--- config.mk ---
export PLATFORM = sky130hd
export DESIGN_NAME = pwm_peripheral
export DESIGN_NICKNAME = d
export VERILOG_FILES = /design/src/rtl/pwm_peripheral.sv
export SDC_FILE = /design/constraint.sdc
export NUM_CORES = 1
export LEC_CHECK = 0
export ABC_AREA = 1
export CORE_UTILIZATION = 42
export DETAILED_ROUTE_END_ITERATION = 8
export PLACE_DENSITY_LB_ADDON = 0.3
export SETUP_SLACK_MARGIN = 0.3
export SLEW_MARGIN = 5
export SYNTH_ARGS = -nofsm -noshare
export SYNTH_HDL_FRONTEND = slang
export SYNTH_SLANG_ARGS = --single-unit
--- constraint.sdc ---
create_clock -name clk -period 2.42 [get_ports clk]
set_input_delay 0.726 -clock clk [delete_from_list [all_inputs] [get_ports clk]]
set_output_delay 0.726 -clock clk [all_outputs]
set_load 0.03 [all_outputs]
--- src/rtl/pwm_peripheral.sv ---
// 16-pin PWM output stage: each pin forced low, static high, or PWM at a shared shadowed 8-bit duty.
// Latency: enable changes reach out 1 clk later; duty changes apply at the next period start, out 1 clk after load.
// Backpressure: none, inputs are quasi-static register values and are sampled every clk.
module pwm_peripheral #(
   parameter int CLK_DIV = 13
) (
   input  logic        clk,
   input  logic        rst_n,
   input  logic [15:0] en_out,
   input  logic [15:0] en_pwm,
   input  logic [7:0]  pwm_duty,
   output logic [15:0] out,
   output logic        period_start
);

   // Prescaler width must hold CLK_DIV-1; keep at least one bit so CLK_DIV=1 still elaborates.
   localparam int PW = (CLK_DIV > 1) ? $clog2(CLK_DIV) : 1;
   localparam logic [PW-1:0] PRESC_LAST = PW'(CLK_DIV - 1);

   logic [PW-1:0] r_presc;
   logic [7:0]    r_cnt;
   logic [7:0]    r_duty_sh;
   logic [15:0]   r_out;
   logic          r_period_start;

   logic          w_tick;
   logic          w_load;
   logic [7:0]    w_duty;
   logic          w_pwm;
   logic [15:0]   w_out_nxt;

   // Period timing and the shared PWM level; on the load cycle the fresh duty is used directly
   // so the very first counter value of a period already reflects the new duty.
   always_comb begin
      w_tick    = (r_presc == PRESC_LAST);
      w_load    = (r_presc == '0) && (r_cnt == 8'd0);
      w_duty    = w_load ? pwm_duty : r_duty_sh;
      // 0xFF is treated as a true 100% so there is no one-tick dip at cnt=255.
      w_pwm     = (w_duty == 8'hFF) | (r_cnt < w_duty);
      // Disabled pins are low regardless of PWM select; enabled non-PWM pins are static high.
      w_out_nxt = en_out & (~en_pwm | {16{w_pwm}});
   end

   // Prescaler: counts 0..CLK_DIV-1 and wraps, never exceeding its terminal value.
   always_ff @(posedge clk or negedge rst_n) begin
      if (!rst_n) begin
         r_presc <= '0;
      end else if (w_tick) begin
         r_presc <= '0;
      end else begin
         r_presc <= r_presc + PW'(1);
      end
   end

   // Period counter: advances once per prescaler tick, natural 8-bit wrap 255 -> 0.
   always_ff @(posedge clk or negedge rst_n) begin
      if (!rst_n) begin
         r_cnt <= 8'd0;
      end else if (w_tick) begin
         r_cnt <= r_cnt + 8'd1;
      end
   end

   // Duty shadow: captured only at period start so mid-period writes cannot glitch the waveform.
   always_ff @(posedge clk or negedge rst_n) begin
      if (!rst_n) begin
         r_duty_sh <= 8'h00;
      end else if (w_load) begin
         r_duty_sh <= pwm_duty;
      end
   end

   // Registered pin outputs and period marker, aligned to the same cycle.
   always_ff @(posedge clk or negedge rst_n) begin
      if (!rst_n) begin
         r_out          <= 16'h0000;
         r_period_start <= 1'b0;
      end else begin
         r_out          <= w_out_nxt;
         r_period_start <= w_load;
      end
   end

   assign out          = r_out;
   assign period_start = r_period_start;

endmodule

## Word level (Yosys, flattened, before mapping)

Cells that the tools add are included.

| operators by class | value |
|---|---|
| add/subtract/negate cells | 2 |
| multiply operators | 0 |
| div/mod/pow operators | 0 |
| magnitude comparators | 1 |
| equality and inequality tests | 2 |
| shift-type cells | 0 |
| multiplexer cells | 2 |
| bitwise operators | 4 |
| reduce and logical (&&, ||, !) cells | 3 |

Operators with widths:

| cell | count |
|---|---|
| bitwise AND 16 bit | 1 |
| NOT 16 bit | 1 |
| OR 16 bit | 1 |
| adder 8 x 1 -> 8 bit, second input constant | 1 |
| == test 8 bit, second input constant | 1 |
| zero test 8 bit | 1 |
| less-than comparator 8 bit | 1 |
| 2-to-1 mux 8 bit | 1 |
| adder 4 x 1 -> 4 bit, second input constant | 1 |
| == test 4 bit, second input constant | 1 |
| zero test 4 bit | 1 |
| 2-to-1 mux 4 bit | 1 |
| logical AND 1 bit | 1 |
| OR 1 bit | 1 |

| storage, ports and cells | value |
|---|---|
| bits in registers | 37 |
| bits in latches | 0 |
| memory bits (writable) | 0 |
| ROM bits | 0 |
| input port bits | 42 |
| output and inout port bits | 17 |
| word-level logic and storage cells | 19 |
| memories kept | 0 |

## Logic depth before layout (Yosys ltp)

Gate-level depths: netlist of run 1.

| logic depth | value |
|---|---|
| depth after elaboration | 7 |
| mapped depth | 19 |
| gate-level depth less buffers | 17 |

## Worst setup path after synthesis of run 1

Ideal clock, no wire load.

| timing | value |
|---|---|
| kind | reg2reg |
| from | register r_cnt[0] |
| to | register r_out[10] (netlist: out[10]) |
| library setup time | 62 ps |
| arrival time | 2,298 ps |
| required time | 2,358 ps |
| path slack | 60 ps |
| cell stages (with the launch flop) | 18 |
| buffers on the path | 1 |
| clock period less this slack | 2,360 ps |
| cells stage by stage | dfrtp_1 -> inv_1 -> ha_1 -> nand2_1 -> nor2_2 -> nand2_2 -> clkinv_1 -> or2_1 -> o21ai_2 -> ha_1 -> a21oi_1 -> nor2_1 -> a211oi_1 -> nand2_4 -> buf_6 -> nand3_2 -> nand2_1 -> inv_1 |

| between the ends | value |
|---|---|
| longest elaborated chain between the ends | 7 |
| elaborated cells between the ends (all ways) | 8 |
| classes of those cells | order compare: 1; eq/ne: 1; mux: 1; bitwise: 3; reduce/logical: 2 |

RTL lines:

| what | RTL line | RTL |
|---|---|---|
| start, declared | 21 | `logic [7:0] r_cnt;` |
| start signal, assigned | 60 | `r_cnt <= r_cnt + 8'd1;` |
| zero test 8 bit * | 36 | `w_load = (r_presc == '0) && (r_cnt == 8'd0);` |
| logical AND 1 bit * | 36 |  |
| net w_load | 27 | `logic w_load;` |
| 2-to-1 mux 8 bit * | n/a |  |
| less-than comparator 8 bit or == test 8 bit (tied branches) | 39 | `w_pwm = (w_duty == 8'hFF) \| (r_cnt < w_duty);` |
| OR 1 bit * | 39 |  |
| OR 16 bit * | 41 | `w_out_nxt = en_out & (~en_pwm \| {16{w_pwm}});` |
| bitwise AND 16 bit * | 41 |  |
| net w_out_nxt[10] | 30 | `logic [15:0] w_out_nxt;` |
| end signal, assigned | 79 | `r_out <= w_out_nxt;` |
| end, declared | 23 | `logic [15:0] r_out;` |

Mark *: on every way through the listed nets, which the timed path passes. The rest lies on a longest branch.
A chain may end at the register's enable or synchronous reset.

## Worst setup path in the final report of run 1

| timing | value |
|---|---|
| from | register r_presc[0] |
| to | register r_out[1] (netlist: out[1]) |

| between the ends | value |
|---|---|
| longest elaborated chain between the ends | 7 |
| elaborated cells between the ends (all ways) | 8 |
| classes of those cells | order compare: 1; eq/ne: 1; mux: 1; bitwise: 3; reduce/logical: 2 |

RTL lines:

| what | RTL line | RTL |
|---|---|---|
| start, declared | 20 | `logic [PW-1:0] r_presc;` |
| start signal, assigned | 51 | `r_presc <= r_presc + PW'(1);` |
| zero test 4 bit * | 36 |  |
| logical AND 1 bit * | 36 |  |
| 2-to-1 mux 8 bit * | n/a |  |
| less-than comparator 8 bit or == test 8 bit (tied branches) | 39 |  |
| OR 1 bit * | 39 |  |
| OR 16 bit * | 41 |  |
| bitwise AND 16 bit * | 41 |  |
| net w_out_nxt[1] | 30 |  |

Marks and branches as above.

==> results of run 1 <==
-- per-layer routing --
layer,part of all wire,vias up,GRT usage
li1,-,834,-
met1,0.39,791,0.230
met2,0.54,36,0.326
met3,0.040,13,0.0556
met4,0.025,0,0.0862
met5,0,-,0
-- logic make-up after synthesis --
family,synth area share
buffers and inverters,0.103
AO/OA/AOI/OAI,0.0298
XOR/XNOR,0.0371
flip-flops,0.490
AND/OR/NAND/NOR,0.273
adder cells (fa/ha/maj),0.0663
-- path summary, 6_finish.rpt --
kind                                        start                      to  slack (ns)  cells after the start
setup / recovery             r_presc[0]$_DFF_PN0_        out[1]$_DFF_PN0_        0.10                     16
hold / removal                              rst_n        out[2]$_DFF_PN0_        0.51                      1
setup reg to reg             r_presc[0]$_DFF_PN0_        out[1]$_DFF_PN0_        0.10                     16
hold reg to reg            r_duty_sh[0]$_DFF_PN0_  r_duty_sh[0]$_DFF_PN0_        0.52                      2
max in group asynchronous                   rst_n    r_presc[3]$_DFF_PN0_        1.36                      1
min in group clk           r_duty_sh[0]$_DFF_PN0_  r_duty_sh[0]$_DFF_PN0_        0.52                      2
-- power groups by stage --
stage / sequential (uW) / combinational [uW] / clock (uW)
3_3_place_gp: 655 / 186 / 0
5_1_grt: 645 / 223 / 612
3_5_place_dp: 656 / 190 / 0
2_1_floorplan: 685 / 35.6 / 0
4_1_cts: 644 / 197 / 574
6_report: 644 / 207 / 569
-- area by class of cell --
cell class                      count  area [um2]  share of cell area
Clock inverter                      2        37.5              0.0120
Tap cell                           52        65.1              0.0209
Multi-Input combinational cell    129         992               0.318
Timing Repair Buffer               93         853               0.273
Clock buffer                        6        82.6              0.0265
Inverter                           43         164              0.0525
Sequential cell                    37         926               0.297
-- cells in the final DEF (no fill, tap or decap), types with 3 or more instances in the layout --
cell type / netlist / routed
clkdlybuf4s50_1: 0 / 57
dfrtp_1: 37 / 37
nand2_1: 49 / 36
inv_1: 40 / 32
buf_4: 0 / 31
nand3_2: 10 / 14
nand2_2: 4 / 13
nor2_1: 15 / 11
inv_2: 2 / 10
nand3_1: 14 / 10
xor2_1: 6 / 6
ha_4: 0 / 6
clkbuf_8: 0 / 6
nand2_4: 1 / 4
nor2_2: 2 / 4
buf_6: 3 / 4
ha_1: 10 / 3
-- what timing repair did --
item                       in CTS  in global routing
setup buffers                  10                  2
resized for setup              29                 26
pin swaps                      15                 19
cloned                          1                  0
setup endpoints to repair      16                 16
-- worst max-delay path, stage by stage, from the launching register on --
cell and delay, ns:
dfrtp_1 0.39, inv_2 0.08, ha_4 0.17, nand2_4 0.05
nor2_4 0.14, nand2_4 0.09, buf_6 0.13, o21ai_4 0.16
ha_4 0.23, a21oi_2 0.13, nor2_2 0.06, a211oi_2 0.15
buf_4 0.21, nand2_8 0.09, nand3_2 0.06, nand2_1 0.06
inv_1 0.05
-- per-stage QoR --
stage | cell area (um2) | TNS (ns) | hold slack [ns] | cells | setup WS [ns]
CTS | 3020 | 0 | 0.484 | 360 | 0.125
detailed placement | 2670 | -2.34 | 0.464 | 341 | -0.173
global placement | 2670 | -1.47 | 0.464 | 341 | -0.105
global route | 3120 | -0.385 | 0.551 | 362 | -0.0497
floorplan | 1900 | 0 | 0.430 | 211 | 0.173
finish | 3120 | 0 | 0.511 | 362 | 0.100
-- state kept, by name, summed over array words and instances, names as in the netlist --
register	flops
out	16
period_start	1
r_cnt	8
r_duty_sh	8
r_presc	4
==> results.sh, run 1 <==
export IMPL_combPwrFrac=0.146
export IMPL_cp_max_fo=8
export IMPL_core_um2=4320
export IMPL_synth_common_cells="49 x nand2_1, 40 x inv_1, 37 x dfrtp_1"
export IMPL_yosysMostFrequentCell="nand2_1"
export IMPL_crit_arrival_ns=2.57
export IMPL_hold_violations=0
export IMPL_vias=1674
export IMPL_p_clk_frac=0.401
export IMPL_overflow=0
export IMPL_yosysUniqueCellTypes=26
export IMPL_max_slew_margin=0.438
export IMPL_postSynthAreaPerCell_um2=8.95
export IMPL_dieArea_um2=4770
export IMPL_die_y_um=69.0
export IMPL_slew_viol_final=0
export IMPL_clockRootBuffer="clkbuf_8"
export IMPL_power_density_nw_per_um2=455
export IMPL_cts_tree="done"
export IMPL_antenna_found_initial=0
export IMPL_track_usage=0.194
export IMPL_drt_iter0_drc=32
export IMPL_final_period_utilization=0.959
export IMPL_clock_sinks=37
export IMPL_min_path_type="in2async"
export IMPL_start_kind="flip-flop"
export IMPL_synth_area_leader_cell="dfrtp_1"
export IMPL_grt_pass1_wl_um=7220
export IMPL_status="completed"
export IMPL_detail_route_antenna_nets=0
export IMPL_cts_buffers=5
export IMPL_num_nets_final=361
export IMPL_htree_levels=2
export IMPL_synth_top_area_share=0.490
export IMPL_synth_area_um2=1890
export IMPL_power_net_switching_uw=335
export IMPL_drc=0
export IMPL_grt_pass1_vias=1584
export IMPL_period_needed_ns=2.32
export IMPL_synth_edff_count=0
export IMPL_grt_max_degree=38
export IMPL_holdBufCountCts=0
export IMPL_hpwl_um=2940
export IMPL_drt_wl_total_um=4500
export IMPL_cp_data_required_time_ns=2.67
export IMPL_synth_warning_count=0
export IMPL_tightest_slew_ns=0.843
export IMPL_die_w_um=69.0
export IMPL_nFillCells=313
export IMPL_max_freq_ghz=0.431
export IMPL_port_buffers=58
export IMPL_setup_viol=0
export IMPL_dr_pass1_iters=4
export IMPL_p_int_uw=1080
export IMPL_drive_gt1_frac=0.352
export IMPL_worstSkewPairLatency_ns=0.30
export IMPL_synth_seq_cells=37
export IMPL_io_pins=59
export IMPL_pwr_share_seq=0.453
export IMPL_rsz0062_at_grt="true"
export IMPL_finish_utilization=0.722
export IMPL_synth_area_top_cells="dfrtp_1 49%, nand2_1 9.7%, inv_1 8.0%, ha_1 6.6%, nand3_2 5.3%"
export IMPL_initial_utilization=0.437
export IMPL_ys_seq_area_frac=0.490
export IMPL_wl_per_cell_um=12.4
export IMPL_routabilityCongestion=0.789
export IMPL_path_clk_slew_ns=0.08
export IMPL_fin_skew_ns=0.00507
export IMPL_clockBufferDepth=2
export IMPL_cp_end_kind="flip-flop"
export IMPL_ys_flop_type="dfrtp_1"
export IMPL_synthArstFlopShare=1.00
export IMPL_area_growth_pct=65.3
export IMPL_viasPerCell=4.62
export IMPL_diodes=0
export IMPL_rows=24
export IMPL_cap_violations=0
export IMPL_ir_drop_mv=0.318
export IMPL_syn_nets=263
export IMPL_postSynthCellCount=211
export IMPL_p_leak_uw=0.00154
export IMPL_swShare=0.236
export IMPL_fin_total_pwr_uw=1420
export IMPL_worst_setup_path_type="reg2reg"
Power figures use the tool's default switching activity.
==> run 2, diff against run 1 <==
- CORE_UTILIZATION: 42 -> 50
- clock period: 2.42 -> 2.94 ns (I/O delays scaled with it)
==> run 2 against run 1 <==
- routed wire length down 9.9%
- highest routed layer unchanged
- cell area fell by 13%
- largest power group unchanged
- utilization grew 6.6 points
==> results.sh, run 2 (synthesis gave the netlist of run 1 again) <==
export IMPL_status="completed"
export IMPL_holdBufCountCts=0
export IMPL_viasPerCell=4.65
export IMPL_hpwl_um=2780
export IMPL_cp_data_required_time_ns=3.16
export IMPL_initial_utilization=0.544
export IMPL_clockBufferDepth=2
export IMPL_top_layer="met4"
export IMPL_routabilityCongestion=0.775
export IMPL_crit_chain="inv_2 > ha_2 > nand2_1 > nor2_4 > nand2_4 > inv_2 > nand2_1 > nand2_1 > inv_1 > ha_1 > nand2_1 > nor2_1 > a211oi_4 > nand2_4 > nand3_2 > nand2_1 > inv_1"
export IMPL_grt_max_degree=38
export IMPL_htree_levels=2
export IMPL_wl_met2_um=2150
export IMPL_die_y_um=63.5
export IMPL_io_pins=59
export IMPL_drt_iter0_drc=74
export IMPL_slew_viol_final=0
export IMPL_final_common_cell="clkdlybuf4s50_1"
export IMPL_setup_ws_ns=0.375
export IMPL_start_kind="flip-flop"
export IMPL_cts_tree="done"
export IMPL_slowest_stage="dfrtp_1"
export IMPL_core_um2=3470
export IMPL_area_growth_pct=44.6
export IMPL_final_period_utilization=0.873
export IMPL_overflow=0
export IMPL_drive_gt1_frac=0.202
export IMPL_cap_violations=0
export IMPL_rows=21
export IMPL_vias=1526
export IMPL_fin_skew_ns=0.00282
export IMPL_die_w_um=63.5
export IMPL_ir_drop_mv=0.260
export IMPL_antenna_found_initial=0
export IMPL_nFillCells=235
export IMPL_regToRegEndpoint="out[0]$_DFF_PN0_"
export IMPL_clock_sinks=37
export IMPL_dr_pass1_iters=4
export IMPL_seqCellArea_um2=926
export IMPL_path_clk_slew_ns=0.07
export IMPL_fin_setup_tns_ns=0
export IMPL_dieArea_um2=4030
export IMPL_reg2reg_depth=17
export IMPL_wl_met1_um=1730
export IMPL_min_path_type="reg2reg"
export IMPL_multi_input_area_um2=863
export IMPL_hold_violations=0
export IMPL_rsz0062_at_grt="false"
export IMPL_max_freq_ghz=0.390
export IMPL_clockRootBuffer="clkbuf_8"
export IMPL_worstReg2RegStart="r_cnt[0]$_DFFE_PN0N_"
export IMPL_final_cell_mix="57 x clkdlybuf4s50_1, 47 x nand2_1, 37 x dfrtp_1"
export IMPL_cp_endpoint="out[0]$_DFF_PN0_"
export IMPL_drt_wl_total_um=4060
export IMPL_max_stage_delay_ns=0.41
export IMPL_wl_per_cell_um=12.4
export IMPL_grt_pass1_wl_um=6400
export IMPL_max_slew_margin=0.455
export IMPL_num_nets_final=334
export IMPL_worstSkewPairLatency_ns=0.28
export IMPL_tightest_slew_ns=0.817
export IMPL_wl_met3_um=148
export IMPL_cts_buffers=5
export IMPL_drc=0
export IMPL_place_ws_ns=0.0431
export IMPL_grt_pass1_vias=1486
export IMPL_cp_end_kind="flip-flop"
export IMPL_port_buffers=58
export IMPL_p_leak_uw=0.00138
export IMPL_finish_utilization=0.787
export IMPL_crit_top_cell="nand2_1"
export IMPL_largest_reg_flops=16
export IMPL_r2r_slack_ns=0.37
export IMPL_setup_viol=0
export IMPL_startpoint="r_cnt[0]$_DFFE_PN0N_"
export IMPL_track_usage=0.210
export IMPL_worst_setup_path_type="reg2reg"
export IMPL_period_needed_ns=2.57
export IMPL_crit_arrival_ns=2.79
export IMPL_detail_route_antenna_nets=0
export IMPL_power_density_nw_per_um2=378
export IMPL_diodes=0
export IMPL_cp_max_fo=8
run 2: layout make-up:
| type | instances | area share |
|---|---|---|
| well taps | 46 | 0.0211 |
| inverters | 43 | 0.0591 |
| flip-flops and latches | 37 | 0.339 |
| repair buffers | 66 | 0.233 |
| multi-input cells | 129 | 0.316 |
| clock buffers | 7 | 0.0316 |
run 2: critical path: cells and delay by family, from the launching register on:
kind	cells	cell delay, ns
AOI/OAI and AO/OA	1	0.34
DFF	1	0.41
buffers and inverters	4	0.30
and+or+nand+nor	10	0.98
adders and majority gates	2	0.45
run 2: how the worst min path moves through the flow:
stage          cells past startpoint                   start                     end
3_5_place_dp                       2  r_duty_sh[4]$_DFF_PN0_  r_duty_sh[4]$_DFF_PN0_
6_report                           2  r_duty_sh[4]$_DFF_PN0_  r_duty_sh[4]$_DFF_PN0_
3_3_place_gp                       2  r_duty_sh[4]$_DFF_PN0_  r_duty_sh[4]$_DFF_PN0_
5_1_grt                            2  r_duty_sh[4]$_DFF_PN0_  r_duty_sh[4]$_DFF_PN0_
2_1_floorplan                      2  r_duty_sh[4]$_DFF_PN0_  r_duty_sh[4]$_DFF_PN0_
4_1_cts                            2  r_duty_sh[4]$_DFF_PN0_  r_duty_sh[4]$_DFF_PN0_
run 2: stage by stage:
| stage | total power, uW | instance area (um2) | std cells | hold slack (ns) |
|---|---|---|---|---|
| 2_1_floorplan | 593 | 1890 | 211 | 0.445 |
| 3_3_place_gp | 686 | 2500 | 314 | 0.462 |
| 3_5_place_dp | 689 | 2500 | 314 | 0.467 |
| 4_1_cts | 1040 | 2590 | 321 | 0.484 |
| 5_1_grt | 1080 | 2730 | 328 | 0.521 |
| 6_report | 1030 | 2730 | 328 | 0.495 |
run 2: what timing repair did:
item,in CTS,in global routing
gates resized for setup,1,22
pin swaps,0,7
endpoints found under the setup margin,15,16
setup buffers,0,6
gates cloned,0,1
endpoints found under the hold margin,0,0
run 2: power breakdown:
part           internal, uW  switching, uW
Combinational          80.2           72.3
Clock                   186            164
Sequential              526           4.24
Total                   792            240
run 2: metal layers:
| metal | vias to the layer above | global-route usage |
|---|---|---|
| met5 | - | 0 |
| met4 | 0 | 0.0739 |
| met3 | 4 | 0.0562 |
| met2 | 31 | 0.368 |
| met1 | 708 | 0.245 |
| li1 | 783 | - |
==> run 3, diff against run 2 <==
- CORE_ASPECT_RATIO: unset -> 1.5
==> run 3 against run 2 <==
- utilization is 3.4 points lower
- routed wire length fell by 4.7%
- setup slack improved by 0.056 ns
- non-clock buffer count fell by 1
- hold slack worse by 0.014 ns
- critical path depth shrank 4
- total power rose by 10%
- cell area up 0.60%
- sequential share of layout area down 0.16 points
- flip-flop and latch count unchanged
- combinational power down 3%
- largest cell class unchanged
==> results.sh, run 3 (synthesis gave the netlist of run 1 again) <==
export IMPL_status="completed"
export IMPL_track_usage=0.220
export IMPL_critPathBufInv=4
export IMPL_p_leak_uw=0.00139
export IMPL_cp_top_family="buffers and inverters"
export IMPL_fin_total_pwr_uw=1140
export IMPL_cp_data_required_time_ns=3.17
export IMPL_drt_wl_total_um=3870
export IMPL_cp_end_kind="flip-flop"
export IMPL_worstSkewPairLatency_ns=0.29
export IMPL_power_density_nw_per_um2=414
export IMPL_setup_ws_ns=0.431
export IMPL_detail_route_antenna_nets=0
export IMPL_core_um2=3650
export IMPL_fin_setup_tns_ns=0
export IMPL_period_needed_ns=2.51
export IMPL_io_pins=59
export IMPL_cap_violations=0
export IMPL_clockBufferDepth=2
export IMPL_routabilityCongestion=0.855
export IMPL_htree_levels=2
export IMPL_fin_skew_ns=0.00606
export IMPL_max_stage_delay_ns=0.46
export IMPL_path_clk_slew_ns=0.08
export IMPL_clockRootBuffer="clkbuf_8"
export IMPL_num_nets_final=333
export IMPL_antenna_found_initial=0
export IMPL_die_w_um=52.2
export IMPL_final_period_utilization=0.853
export IMPL_placed_cells=310
export IMPL_worst_setup_path_type="in2reg"
export IMPL_viasPerCell=4.80
export IMPL_holdBufCountCts=0
export IMPL_cts_buffers=5
export IMPL_max_slew_margin=0.461
export IMPL_ir_drop_mv=0.375
export IMPL_setup_viol=0
export IMPL_diodes=0
export IMPL_dieArea_um2=4030
export IMPL_min_path_type="reg2reg"
export IMPL_drt_iter0_drc=49
export IMPL_dr_pass1_iters=4
export IMPL_drive_gt1_frac=0.184
export IMPL_drc=0
export IMPL_crit_chain="clkdlybuf4s50_1 > nand3_1 > nand2_1 > inv_1 > ha_1 > nand2_1 > nor2_1 > a211oi_2 > buf_4 > nand2_8 > nand3_1 > nand2_1 > inv_1"
export IMPL_slew_viol_final=0
export IMPL_final_common_cell="clkdlybuf4s50_1"
export IMPL_place_ws_ns=0.0644
export IMPL_rsz0062_at_grt="false"
export IMPL_grt_max_degree=38
export IMPL_instances_no_fill=325
export IMPL_cts_tree="done"
export IMPL_area_growth_pct=45.5
export IMPL_max_freq_ghz=0.399
export IMPL_hpwl_um=2700
export IMPL_overflow=0
export IMPL_port_buffers=58
export IMPL_grt_pass1_vias=1567
export IMPL_grt_pass1_wl_um=6480
export IMPL_vias=1560
export IMPL_hold_violations=0
export IMPL_start_kind="primary input"
export IMPL_cp_max_fo=8
export IMPL_initial_utilization=0.517
export IMPL_final_cell_mix="57 x clkdlybuf4s50_1, 48 x nand2_1, 38 x inv_1"
export IMPL_slowest_stage="clkdlybuf4s50_1"
export IMPL_crit_top_cell="nand2_1"
export IMPL_tightest_slew_ns=0.808
export IMPL_rows=27
export IMPL_die_y_um=77.3
export IMPL_largest_reg_flops=16
export IMPL_clock_sinks=37
export IMPL_crit_arrival_ns=2.74
export IMPL_wl_per_cell_um=11.9
[run 3: cell count changes in the layout (fill, tap and decap cells not counted), moves of 2 or more]
cell     previous run  this run
nand2_8             0         2
nand2_4             3         1
inv_2               8         4
inv_1              35        38
nand3_1            10        14
nand3_2            14        10
[run 3: stage by stage]
step,util,area (um2),hold slack (ns)
after detailed placement,0.683,2490,0.466
final,0.753,2750,0.482
after global placement,0.683,2490,0.462
after global routing,0.753,2750,0.517
after floorplan,-,1890,0.445
after CTS,0.726,2650,0.485
[run 3: final timing paths]
kind / start / to / slack (ns) / cells past startpoint
setup / recovery: pwm_duty[7] / out[0]$_DFF_PN0_ / 0.43 / 13
hold / removal: r_duty_sh[4]$_DFF_PN0_ / r_duty_sh[4]$_DFF_PN0_ / 0.48 / 2
max in group asynchronous: rst_n / r_cnt[3]$_DFFE_PN0N_ / 1.70 / 1
min in group asynchronous: rst_n / out[4]$_DFF_PN0_ / 0.67 / 1
setup reg to reg: r_cnt[0]$_DFFE_PN0N_ / out[0]$_DFF_PN0_ / 0.43 / 16
hold reg to reg: r_duty_sh[4]$_DFF_PN0_ / r_duty_sh[4]$_DFF_PN0_ / 0.48 / 2
[run 3: worst register-to-register path: stages, from the launching register on]
cell and delay, ns:
dfrtp_1 0.40, inv_2 0.10, ha_2 0.18, nand2_1 0.08, nor2_4 0.12, nand2_4 0.09
buf_4 0.17, o21ai_2 0.20, ha_4 0.24, a21oi_2 0.12, nor2_1 0.06, a211oi_2 0.19
buf_4 0.21, nand2_8 0.09, nand3_1 0.09, nand2_1 0.07, inv_1 0.05
[run 3: report_power, final]
group / internal (uW) / switching (uW) / leakage, uW
clock network: 276 / 182 / 0.0000574
registers: 525 / 4.49 / 0.000440
logic: 79.7 / 69.6 / 0.000890
[run 3: timing repair]
item / in CTS / in global routing
endpoints found under the setup margin: 16 / 16
buffers inserted: 2 / 4
pin swaps: 2 / 5
gates cloned: 1 / 0
resized for setup: 4 / 14
[run 3: final cells by class]
class | instances | area, um2
clock buffer | 6 | 82.6
timing repair buffer | 65 | 628
inverter | 43 | 163
fill | 269 | 902
clock inverter | 2 | 37.5
tap | 43 | 53.8
sequential | 37 | 927
multi-input combinational | 129 | 855
[run 3: per-layer routing]
metal	track usage	vias up	wire, um
met3	0.0754	6	246
met5	0	-	0
met4	0.103	0	74
li1	-	780	-
met2	0.372	52	2120
met1	0.238	722	1420
